**config.mk**
```make
export PLATFORM = sky130hd
export DESIGN_NAME = trdb_stream_buffer
export DESIGN_NICKNAME = d
export VERILOG_FILES = /design/src/rtl/trdb_pkg.sv /design/src/rtl/trdb_buf_ram.sv /design/src/rtl/trdb_stream_buffer.sv
export SDC_FILE = /design/constraint.sdc
export NUM_CORES = 1
export LEC_CHECK = 0
export CAP_MARGIN = 10
export CORE_ASPECT_RATIO = 0.75
export CORE_MARGIN = 5
export CORE_UTILIZATION = 50
export CTS_CLUSTER_DIAMETER = 120
export DETAILED_ROUTE_END_ITERATION = 8
export PLACE_DENSITY = 0.65
export SLEW_MARGIN = 0
export SYNTH_ARGS = -nofsm -noshare
export SYNTH_HDL_FRONTEND = slang
export SYNTH_HIERARCHICAL = 1
export SYNTH_SLANG_ARGS = --single-unit
```
**constraint.sdc**
```tcl
create_clock -name clk_i -period 7.5 [get_ports clk_i]
set_clock_uncertainty 0.1 [all_clocks]
set_input_delay 1.5 -clock clk_i [delete_from_list [all_inputs] [get_ports clk_i]]
set_output_delay 1.5 -clock clk_i [all_outputs]
set_load 0.01 [all_outputs]
```
**src/rtl/trdb_pkg.sv**
```systemverilog
// Shared trace-debugger constants and types for the stream buffer slice.
// The optional drop-on-overflow counter is enabled by defining TRDB_BUFFER_DROP_EN.
package trdb_pkg;

   localparam int unsigned BUS_DATA_WIDTH     = 32;
   localparam int unsigned TRDB_BUF_DEPTH     = 16;
   localparam int unsigned TRDB_BUF_WATERMARK = 12;
   localparam int unsigned TRDB_DROP_CNT_LEN  = 16;

   typedef logic [BUS_DATA_WIDTH-1:0] trdb_word_t;

endpackage

```
**src/rtl/trdb_buf_ram.sv**
```systemverilog
// Flop-based 1W1R word array: synchronous write, registered read port.
// Storage itself is not reset; only the read register is.
module trdb_buf_ram
   import trdb_pkg::*;
#(
   parameter int unsigned DEPTH = TRDB_BUF_DEPTH,
   localparam int unsigned AW   = $clog2(DEPTH)
) (
   input  logic            clk_i,
   input  logic            rst_ni,
   input  logic            i_we,
   input  logic [AW-1:0]   i_waddr,
   input  trdb_word_t      i_wdata,
   input  logic            i_re,
   input  logic [AW-1:0]   i_raddr,
   output trdb_word_t      o_rdata
);

   trdb_word_t r_mem [0:DEPTH-1];
   trdb_word_t r_rdata;

   always_ff @(posedge clk_i) begin
      if (i_we) r_mem[i_waddr] <= i_wdata;
   end

   // Read register holds its value when no read is issued.
   always_ff @(posedge clk_i or negedge rst_ni) begin
      if (!rst_ni)   r_rdata <= '0;
      else if (i_re) r_rdata <= r_mem[i_raddr];
   end

   assign o_rdata = r_rdata;

endmodule

```
**src/rtl/trdb_stream_buffer.sv**
```systemverilog
// Circular word FIFO between the byte-aligning packer and the bus reader.
// Define TRDB_BUFFER_DROP_EN to discard words on overflow instead of stalling the packer.
module trdb_stream_buffer
   import trdb_pkg::*;
#(
   parameter int unsigned DEPTH     = TRDB_BUF_DEPTH,
   parameter int unsigned WATERMARK = TRDB_BUF_WATERMARK,
   localparam int unsigned AW       = $clog2(DEPTH),
   localparam int unsigned LW       = $clog2(DEPTH) + 1
) (
   input  logic                          clk_i,
   input  logic                          rst_ni,
   input  logic                          clear_i,
   input  logic [BUS_DATA_WIDTH-1:0]     data_i,
   input  logic                          valid_i,
   output logic                          grant_o,
   input  logic                          rd_req_i,
   output logic [BUS_DATA_WIDTH-1:0]     rd_data_o,
   output logic                          rd_valid_o,
   output logic [LW-1:0]                 level_o,
   output logic                          empty_o,
   output logic                          full_o,
   output logic                          irq_o,
   output logic [TRDB_DROP_CNT_LEN-1:0]  drop_cnt_o
);

   logic [LW-1:0] r_wr_ptr, r_rd_ptr;
   logic [LW-1:0] r_level;
   logic          r_rd_valid;
   logic          r_irq;

   logic          w_full, w_empty;
   logic          w_push, w_pop;
   logic [LW-1:0] w_level_d;
   logic          w_cross;

   assign w_full  = (r_level == LW'(DEPTH));
   assign w_empty = (r_level == '0);

   // A full buffer never accepts a word, even if a pop frees a slot in the same cycle.
   assign w_push = valid_i && !w_full && !clear_i;
   assign w_pop  = rd_req_i && !w_empty && !clear_i;

   assign w_level_d = r_level + {{(LW-1){1'b0}}, w_push} - {{(LW-1){1'b0}}, w_pop};
   assign w_cross   = (r_level < LW'(WATERMARK)) && (w_level_d >= LW'(WATERMARK));

   always_ff @(posedge clk_i or negedge rst_ni) begin
      if (!rst_ni) begin
         r_wr_ptr   <= '0;
         r_rd_ptr   <= '0;
         r_level    <= '0;
         r_rd_valid <= 1'b0;
         r_irq      <= 1'b0;
      end else if (clear_i) begin
         r_wr_ptr   <= '0;
         r_rd_ptr   <= '0;
         r_level    <= '0;
         r_rd_valid <= 1'b0;
         r_irq      <= 1'b0;
      end else begin
         if (w_push) r_wr_ptr <= r_wr_ptr + LW'(1);
         if (w_pop)  r_rd_ptr <= r_rd_ptr + LW'(1);
         r_level    <= w_level_d;
         r_rd_valid <= w_pop;
         r_irq      <= w_cross;
      end
   end

   trdb_buf_ram #(
      .DEPTH (DEPTH)
   ) i_ram (
      .clk_i   (clk_i),
      .rst_ni  (rst_ni),
      .i_we    (w_push),
      .i_waddr (r_wr_ptr[AW-1:0]),
      .i_wdata (data_i),
      .i_re    (w_pop),
      .i_raddr (r_rd_ptr[AW-1:0]),
      .o_rdata (rd_data_o)
   );

`ifdef TRDB_BUFFER_DROP_EN
   logic [TRDB_DROP_CNT_LEN-1:0] r_drop_cnt;
   logic                         w_drop;

   assign w_drop  = valid_i && w_full && !clear_i;
   assign grant_o = 1'b1;

   always_ff @(posedge clk_i or negedge rst_ni) begin
      if (!rst_ni)                    r_drop_cnt <= '0;
      else if (clear_i)               r_drop_cnt <= '0;
      else if (w_drop && !(&r_drop_cnt)) r_drop_cnt <= r_drop_cnt + TRDB_DROP_CNT_LEN'(1);
   end

   assign drop_cnt_o = r_drop_cnt;
`else
   assign grant_o    = !w_full;
   assign drop_cnt_o = '0;
`endif

   // The wrap bits make the pointer distance equal to the stored level at all times.
   a_ptr_level : assert property (@(posedge clk_i) disable iff (!rst_ni)
      (r_wr_ptr - r_rd_ptr) == r_level);

   assign rd_valid_o = r_rd_valid;
   assign level_o    = r_level;
   assign empty_o    = w_empty;
   assign full_o     = w_full;
   assign irq_o      = r_irq;

endmodule

```
==> reports/metrics.cfg, run 1 <==
[pwr]
ir_drop_mv = 0.199
internal_power_mw = 5.82
pwr-share-seq_pct = 48.0
sw_frac_of_total_pct = 24.5
p_switching_mw = 1.89
combPwrFrac_pct = 16.8
p_clk_share_pct = 35.2
finalPower_mw = 7.72
power_per_cell_area_mw_per_mm2 = 311
power.static_leakage_nw = 7.83

[logic_synthesis]
synthCells = 978
syn_area_mm2 = 0.0218
ys_warn_count = 6
syn_avg_cell_area_um2 = 22.3
synth_async_sr_flop_share_pct = 8.41
ys_seq_area_share_pct = 76.0
synth_edf_count = 512
synth.distinct_cells = 46
synth_ff_type = edfxtp_1
ys_ff_latch = 559

[timing]
period_share_pct = 57.9
rsz0062_at_grt = no
layout_min_cycle_time_ps = 4340
fmax_mhz = 230
drv_slew = 0
tns_ps = 0
timing.final.ws_setup_ps = 3160
hold_viol = 0
setup_viol = 0
worst_slew_pin_slew_ps = 1150
slew_headroom_pct = 23.3

[final_layout]
fin_area_mm2 = 0.0248
n_antenna_cell = 0
area_growth_pct = 14.1
final_cell_mix = 512 x edfxtp_1, 120 x mux4_2, 77 x clkdlybuf4s50_1, 55 x clkbuf_16, 44 x dfrtp_1
layout_commonest_cell = edfxtp_1
drive_gt1_share_pct = 25.0
fin_nets = 1125

[global_route]
gr-total-overflow = 0
grt.total_usage_pct = 17.9
antenna_found_initial = 0
grt_pass1_wl_um = 65500
grt_pass1_vias = 10400
grt_max_degree = 81

[clock_tree]
clk_pin_slew_ps = 60
cts-buffers-inserted = 53
post_cts_resized = 0
cts_max_level = 2
clkSinkCount = 559
post_cts_buffers = 0
clk-insertion-delay-late_ps = 570
clockRootBuffer = clkbuf_16
cts_tree = done
cts_buffer_depth = 3
ctsHoldBuffers = 0

[worst_setup_path]
end_kind = flip-flop
cp_num_buf_inv = 3
cp_data_arrival_time_ps = 4690
path_class = input port to flip-flop
max_stage_delay_ps = 740
crit_chain = clkdlybuf4s50_1 -> nor2_4 -> buf_4 -> ha_1 -> inv_1 -> ha_1 -> fa_1 -> a21oi_1 -> o21bai_1 -> xor2_1 -> o21a_1
worstSetupStartpointType = input port
cp_max_fo = 67
slowest_stage = clkdlybuf4s50_1
path_delay_family = buffers and inverters
crit_top_cell = ha_1
crit_required_ps = 7850

[detailed_routing]
drt_iter0_drc = 891
drcViolationCount = 0
post_drt_wl_per_cell_um = 25.0
first_pass_iters = 5
ant_nets = 0
vias = 9909
via_per_inst = 5.83
wirelength_um = 42400

[place]
place_ws_ps = 2570
place_hpwl_um = 23500
placed_area_mm2 = 0.0231
numPortBuffers = 78
gp_congestion = 0.725

[floorplan]
die_w_um = 251
rows = 66
die_area_mm2 = 0.0479
io_pins = 95
coreArea_mm2 = 0.0432
die_y_um = 191
initial_utilization_pct = 50.4

[hold_path]
hold_class = flip-flop to flip-flop

[run_status]
outcome = finished, final reports clean

[job]
drv_cap = 0

cells by family (layout without fill, tap and decap cells):
kind of cell	count (synthesis)	in the layout	share of synthesized area, %
flops	559	559	76.0
mux	160	160	14.8
simple gates	86	86	1.84
buf+inv	77	206	2.78
compound gates	75	75	3.49
fa+ha+maj	10	10	0.609
xor+xnor	10	10	0.402
other cells	1	16	0.0172
state kept, by name, summed over array words and instances (netlist names):
register       flops
r_rd_ptr           4
i_ram/r_mem      512
level_o            5
i_ram/o_rdata     32
irq_o              1
r_wr_ptr           4
rd_valid_o         1
cell usage after synthesis (2+ instances only):
cell type / n / area share [%]
edfxtp_1: 512 / 71
mux4_2: 120 / 12
nor2_1: 52 / 0.90
dfrtp_1: 47 / 5.4
mux2i_1: 32 / 1.5
buf_4: 24 / 0.83
a221oi_2: 23 / 1.6
o22ai_1: 23 / 0.66
clkbuf_1: 12 / 0.21
buf_2: 10 / 0.23
o22ai_2: 10 / 0.57
a221oi_1: 9 / 0.36
ha_1: 9 / 0.52
buf_6: 8 / 0.41
inv_1: 8 / 0.14
mux4_1: 8 / 0.97
xor2_1: 8 / 0.32
nand3_1: 7 / 0.16
buf_12: 6 / 0.55
nand2b_1: 5 / 0.14
a21oi_1: 4 / 0.092
dlygate4sd1_1: 4 / 0.16
nand2_1: 4 / 0.069
nor3_1: 4 / 0.092
nor2b_1: 3 / 0.086
a211oi_1: 2 / 0.069
and3_1: 2 / 0.057
buf_8: 2 / 0.14
nand3b_1: 2 / 0.069
xnor2_1: 2 / 0.080
tightest hold or removal path, cell delays in order, from the launching register on:
cell and delay [ps]:
dfrtp_1 390, nor2_1 90, a221oi_1 50
per-stage QoR:
stage | hold WS, ps | cells | utilization [%]
6_report | 470 | 1700 | 57.5
5_1_grt | 500 | 1700 | 57.5
4_1_cts | 482 | 1700 | 57.5
3_5_place_dp | 464 | 1601 | 53.4
3_3_place_gp | 470 | 1601 | 53.4
2_1_floorplan | 451 | 993 | -
area by class of cell:
cell class | count | area (um2)
repair buffers | 98 | 938
multi-input cells | 357 | 4800
inverters | 9 | 33.8
fillers | 3144 | 18400
clock buffers | 70 | 1450
flip-flops and latches | 559 | 16600
clock inverters | 29 | 332
well taps | 578 | 723
final timing paths:
check / start / end / slack [ps] / cells after the start
worst max-delay path: clear_i / irq_o / 3160 / 11
worst min-delay path: i_ram/o_rdata[7] / i_ram/o_rdata[7] / 470 / 2
worst max register to register: level_o[2] / irq_o / 3800 / 14
worst min register to register: i_ram/o_rdata[7] / i_ram/o_rdata[7] / 470 / 2
max in group asynchronous: rst_ni / r_rd_ptr[2] / 5740 / 2
min in group asynchronous: rst_ni / r_rd_ptr[1] / 980 / 2
layer usage:
| metal | global-route usage (%) | wire length [um] | vias up |
|---|---|---|---|
| met5 | 0 | 0 | - |
| met4 | 3.34 | 550 | 0 |
| met3 | 3.23 | 2700 | 48 |
| met2 | 27.3 | 19800 | 302 |
| met1 | 27.9 | 19400 | 5283 |
| li1 | - | - | 4276 |
power by group through the flow:
stage | Sequential (mW) | Clock [mW] | Combinational (mW)
after floorplan | 3.74 | 0 | 0.881
after global placement | 3.77 | 0 | 1.30
after detailed placement | 3.77 | 0 | 1.31
after CTS | 3.71 | 2.78 | 1.32
after global routing | 3.72 | 2.92 | 1.41
final | 3.70 | 2.72 | 1.30
(Power assumes the default switching activity.)
==> run 2: changes to the inputs <==
==> constraint.sdc (replaced) <==
create_clock -name clk_i -period 4.5 [get_ports clk_i]
set_clock_uncertainty 0.1 [all_clocks]
set_input_delay 0.9 -clock clk_i [delete_from_list [all_inputs] [get_ports clk_i]]
set_output_delay 0.9 -clock clk_i [all_outputs]
set_load 0.01 [all_outputs]
==> run 2 against run 1 <==
  * Die area is the same
  * Combinational power grew 70%
  * Global-route usage grew 1.0 points
  * Worst hold slack lost 180 ps
  * Clock power grew 54%
  * Design area grew 0.12%
  * Setup slack lost 2000 ps
  * Largest cell class unchanged
==> reports/metrics.cfg, run 2 (same netlist as run 1, synthesis figures left out) <==
[clock_tree]
cts_max_level = 2  ; unchanged
clkSinkCount = 559  ; unchanged
clockRootBuffer = clkbuf_16
post_cts_resized = 0  ; unchanged
clk_pin_slew_ps = 60  ; about the same
cts_tree = done
cts_buffer_depth = 3  ; unchanged
post_cts_buffers = 0  ; unchanged
cts-buffers-inserted = 52  ; -1.9%
clk-insertion-delay-late_ps = 580  ; about the same
ctsHoldBuffers = 0  ; unchanged

[worst_setup_path]
worstSetupStartpointType = flip-flop
cp_max_fo = 5  ; -93%
end_kind = output pin
cp_data_arrival_time_ps = 2340  ; -2350 ps
slowest_stage = clkdlybuf4s50_1
path_delay_family = buffers and inverters
rr_worst_depth = 9  ; -5
crit_chain = inv_1 -> ha_1 -> or4b_4 -> inv_2 -> clkdlybuf4s50_1
path_class = flip-flop to output pin
cp_num_buf_inv = 3  ; unchanged
max_stage_delay_ps = 520  ; -220 ps
cp.depth = 5  ; -6
crit_required_ps = 3500  ; -4350 ps

[place]
dp.cells = 1617  ; +1.0%
gp_congestion = 0.756  ; +4.2%
place_hpwl_um = 25500  ; +8.6%
numPortBuffers = 78  ; unchanged

[floorplan]
rows = 66  ; unchanged
die_area_mm2 = 0.0479  ; unchanged
initial_utilization_pct = 50.4  ; unchanged
die_y_um = 191  ; unchanged
die_w_um = 251  ; unchanged
coreArea_mm2 = 0.0432  ; unchanged
io_pins = 95  ; unchanged

[timing]
fmax_mhz = 299
hold_viol = 0  ; unchanged
period_share_pct = 74.3
slew_headroom_pct = 32.0  ; +8.7 points
whs_ps = 292  ; -177 ps
layout_min_cycle_time_ps = 3340
rsz0062_at_grt = no
setup_viol = 0  ; unchanged
drv_slew = 0  ; unchanged
tns_ps = 0  ; unchanged
worst_slew_pin_slew_ps = 1020  ; -128 ps

[pwr]
finalPower_mw = 12.6  ; +63%
ir_drop_mv = 0.332  ; +66%
power.static_leakage_nw = 7.85  ; +0.29%
power_per_cell_area_mw_per_mm2 = 506  ; +63%

[detailed_routing]
drcViolationCount = 0  ; unchanged
first_pass_iters = 7  ; +2
wl_met2_um = 20700  ; +4.6%
via_per_inst = 5.82  ; -0.13%
drt_iter0_drc = 921  ; +3.4%
dr.max_layer_used = met4
ant_nets = 0  ; unchanged
post_drt_wl_per_cell_um = 26.2  ; +5.2%
vias = 9978  ; +0.70%
drt-met1-wl_um = 21200  ; +9.5%
wirelength_um = 45000  ; +6.0%
wl_met3_um = 2480  ; -8.2%

[global_route]
gr-total-overflow = 0  ; unchanged
grt_pass1_wl_um = 68100  ; +4.0%
grt_pass1_vias = 10500  ; +1.1%
antenna_found_initial = 0  ; unchanged
grt.total_usage_pct = 18.9  ; +1.0 points
grt_max_degree = 54  ; -33%

[final_layout]
regMostFlops = i_ram/r_mem
nFillCells = 3116  ; -0.89%
layout_commonest_cell = edfxtp_1
area_growth_pct = 14.2
fin_cells = 1714  ; +0.82%
drive_gt1_share_pct = 25.5  ; +0.48 points
final_cell_mix = 512 x edfxtp_1, 120 x mux4_2, 77 x clkdlybuf4s50_1, 53 x clkbuf_16, 44 x dfrtp_1
n_antenna_cell = 0  ; unchanged
final_util_pct = 57.6  ; +0.070 points
largest_reg_flops = 512  ; unchanged
fin_nets = 1140  ; +1.3%

[job]
drv_cap = 0  ; unchanged

[hold_path]
hold_class = input port to asynchronous set/reset pin

[run_status]
outcome = finished, final reports clean

==> run 2: changes by cell type in the layout (fill, tap and decap cells not counted), sizes merged <==
cell	change
bufinv	-5
clkbuf	+2
clkinvlp	-1
clkinv	+2
buf	+16
==> run 2: worst paths after layout <==
kind / from / to / slack [ps]
max: level_o[2] / empty_o / 1160
min: rst_ni / level_o[2] / 290
max reg2reg: level_o[2] / i_ram/r_mem[1][17] / 1290
min reg2reg: i_ram/o_rdata[6] / i_ram/o_rdata[6] / 460
max in group asynchronous: rst_ni / i_ram/o_rdata[19] / 3100
min in group clk_i: i_ram/o_rdata[6] / i_ram/o_rdata[6] / 460
==> run 2: layout make-up <==
| type | instances | area [um2] | share of cell area [%] |
|---|---|---|---|
| flip-flops and latches | 559 | 16600 | 66.6 |
| multi-input cells | 357 | 4800 | 19.3 |
| clock buffers | 72 | 1430 | 5.74 |
| repair buffers | 114 | 1130 | 4.56 |
| well taps | 578 | 723 | 2.91 |
| clock inverters | 25 | 185 | 0.745 |
| inverters | 9 | 33.8 | 0.136 |
==> run 2: through the flow <==
stage | area, um2 | setup WS [ps]
2_1_floorplan | 21800 | 119
3_3_place_gp | 23300 | 838
3_5_place_dp | 23300 | 828
4_1_cts | 24900 | 1120
5_1_grt | 24900 | 1050
6_report | 24900 | 1160
==> run 2: per-layer routing <==
metal	up-vias	track usage (%)
met2	292	29.1
li1	4292	-
met1	5335	29.5
met5	-	0
met4	0	3.46
met3	59	3.14
==> run 2: report_power, final <==
group | total (mW) | internal (mW) | leakage [nW] | switching (mW)
Combinational | 2.21 | 1.13 | 1.90 | 1.08
Clock | 4.20 | 2.34 | 0.793 | 1.86
Sequential | 6.18 | 5.93 | 5.16 | 0.251
==> run 2: worst register-to-register path, stage by stage, from the launching register on <==
cell	delay, ps
dfrtp_1	400
inv_1	80
ha_1	220
nand4bb_1	260
nand2_1	150
or2_1	270
inv_1	130
or3b_2	600
nor2_4	450
buf_12	260
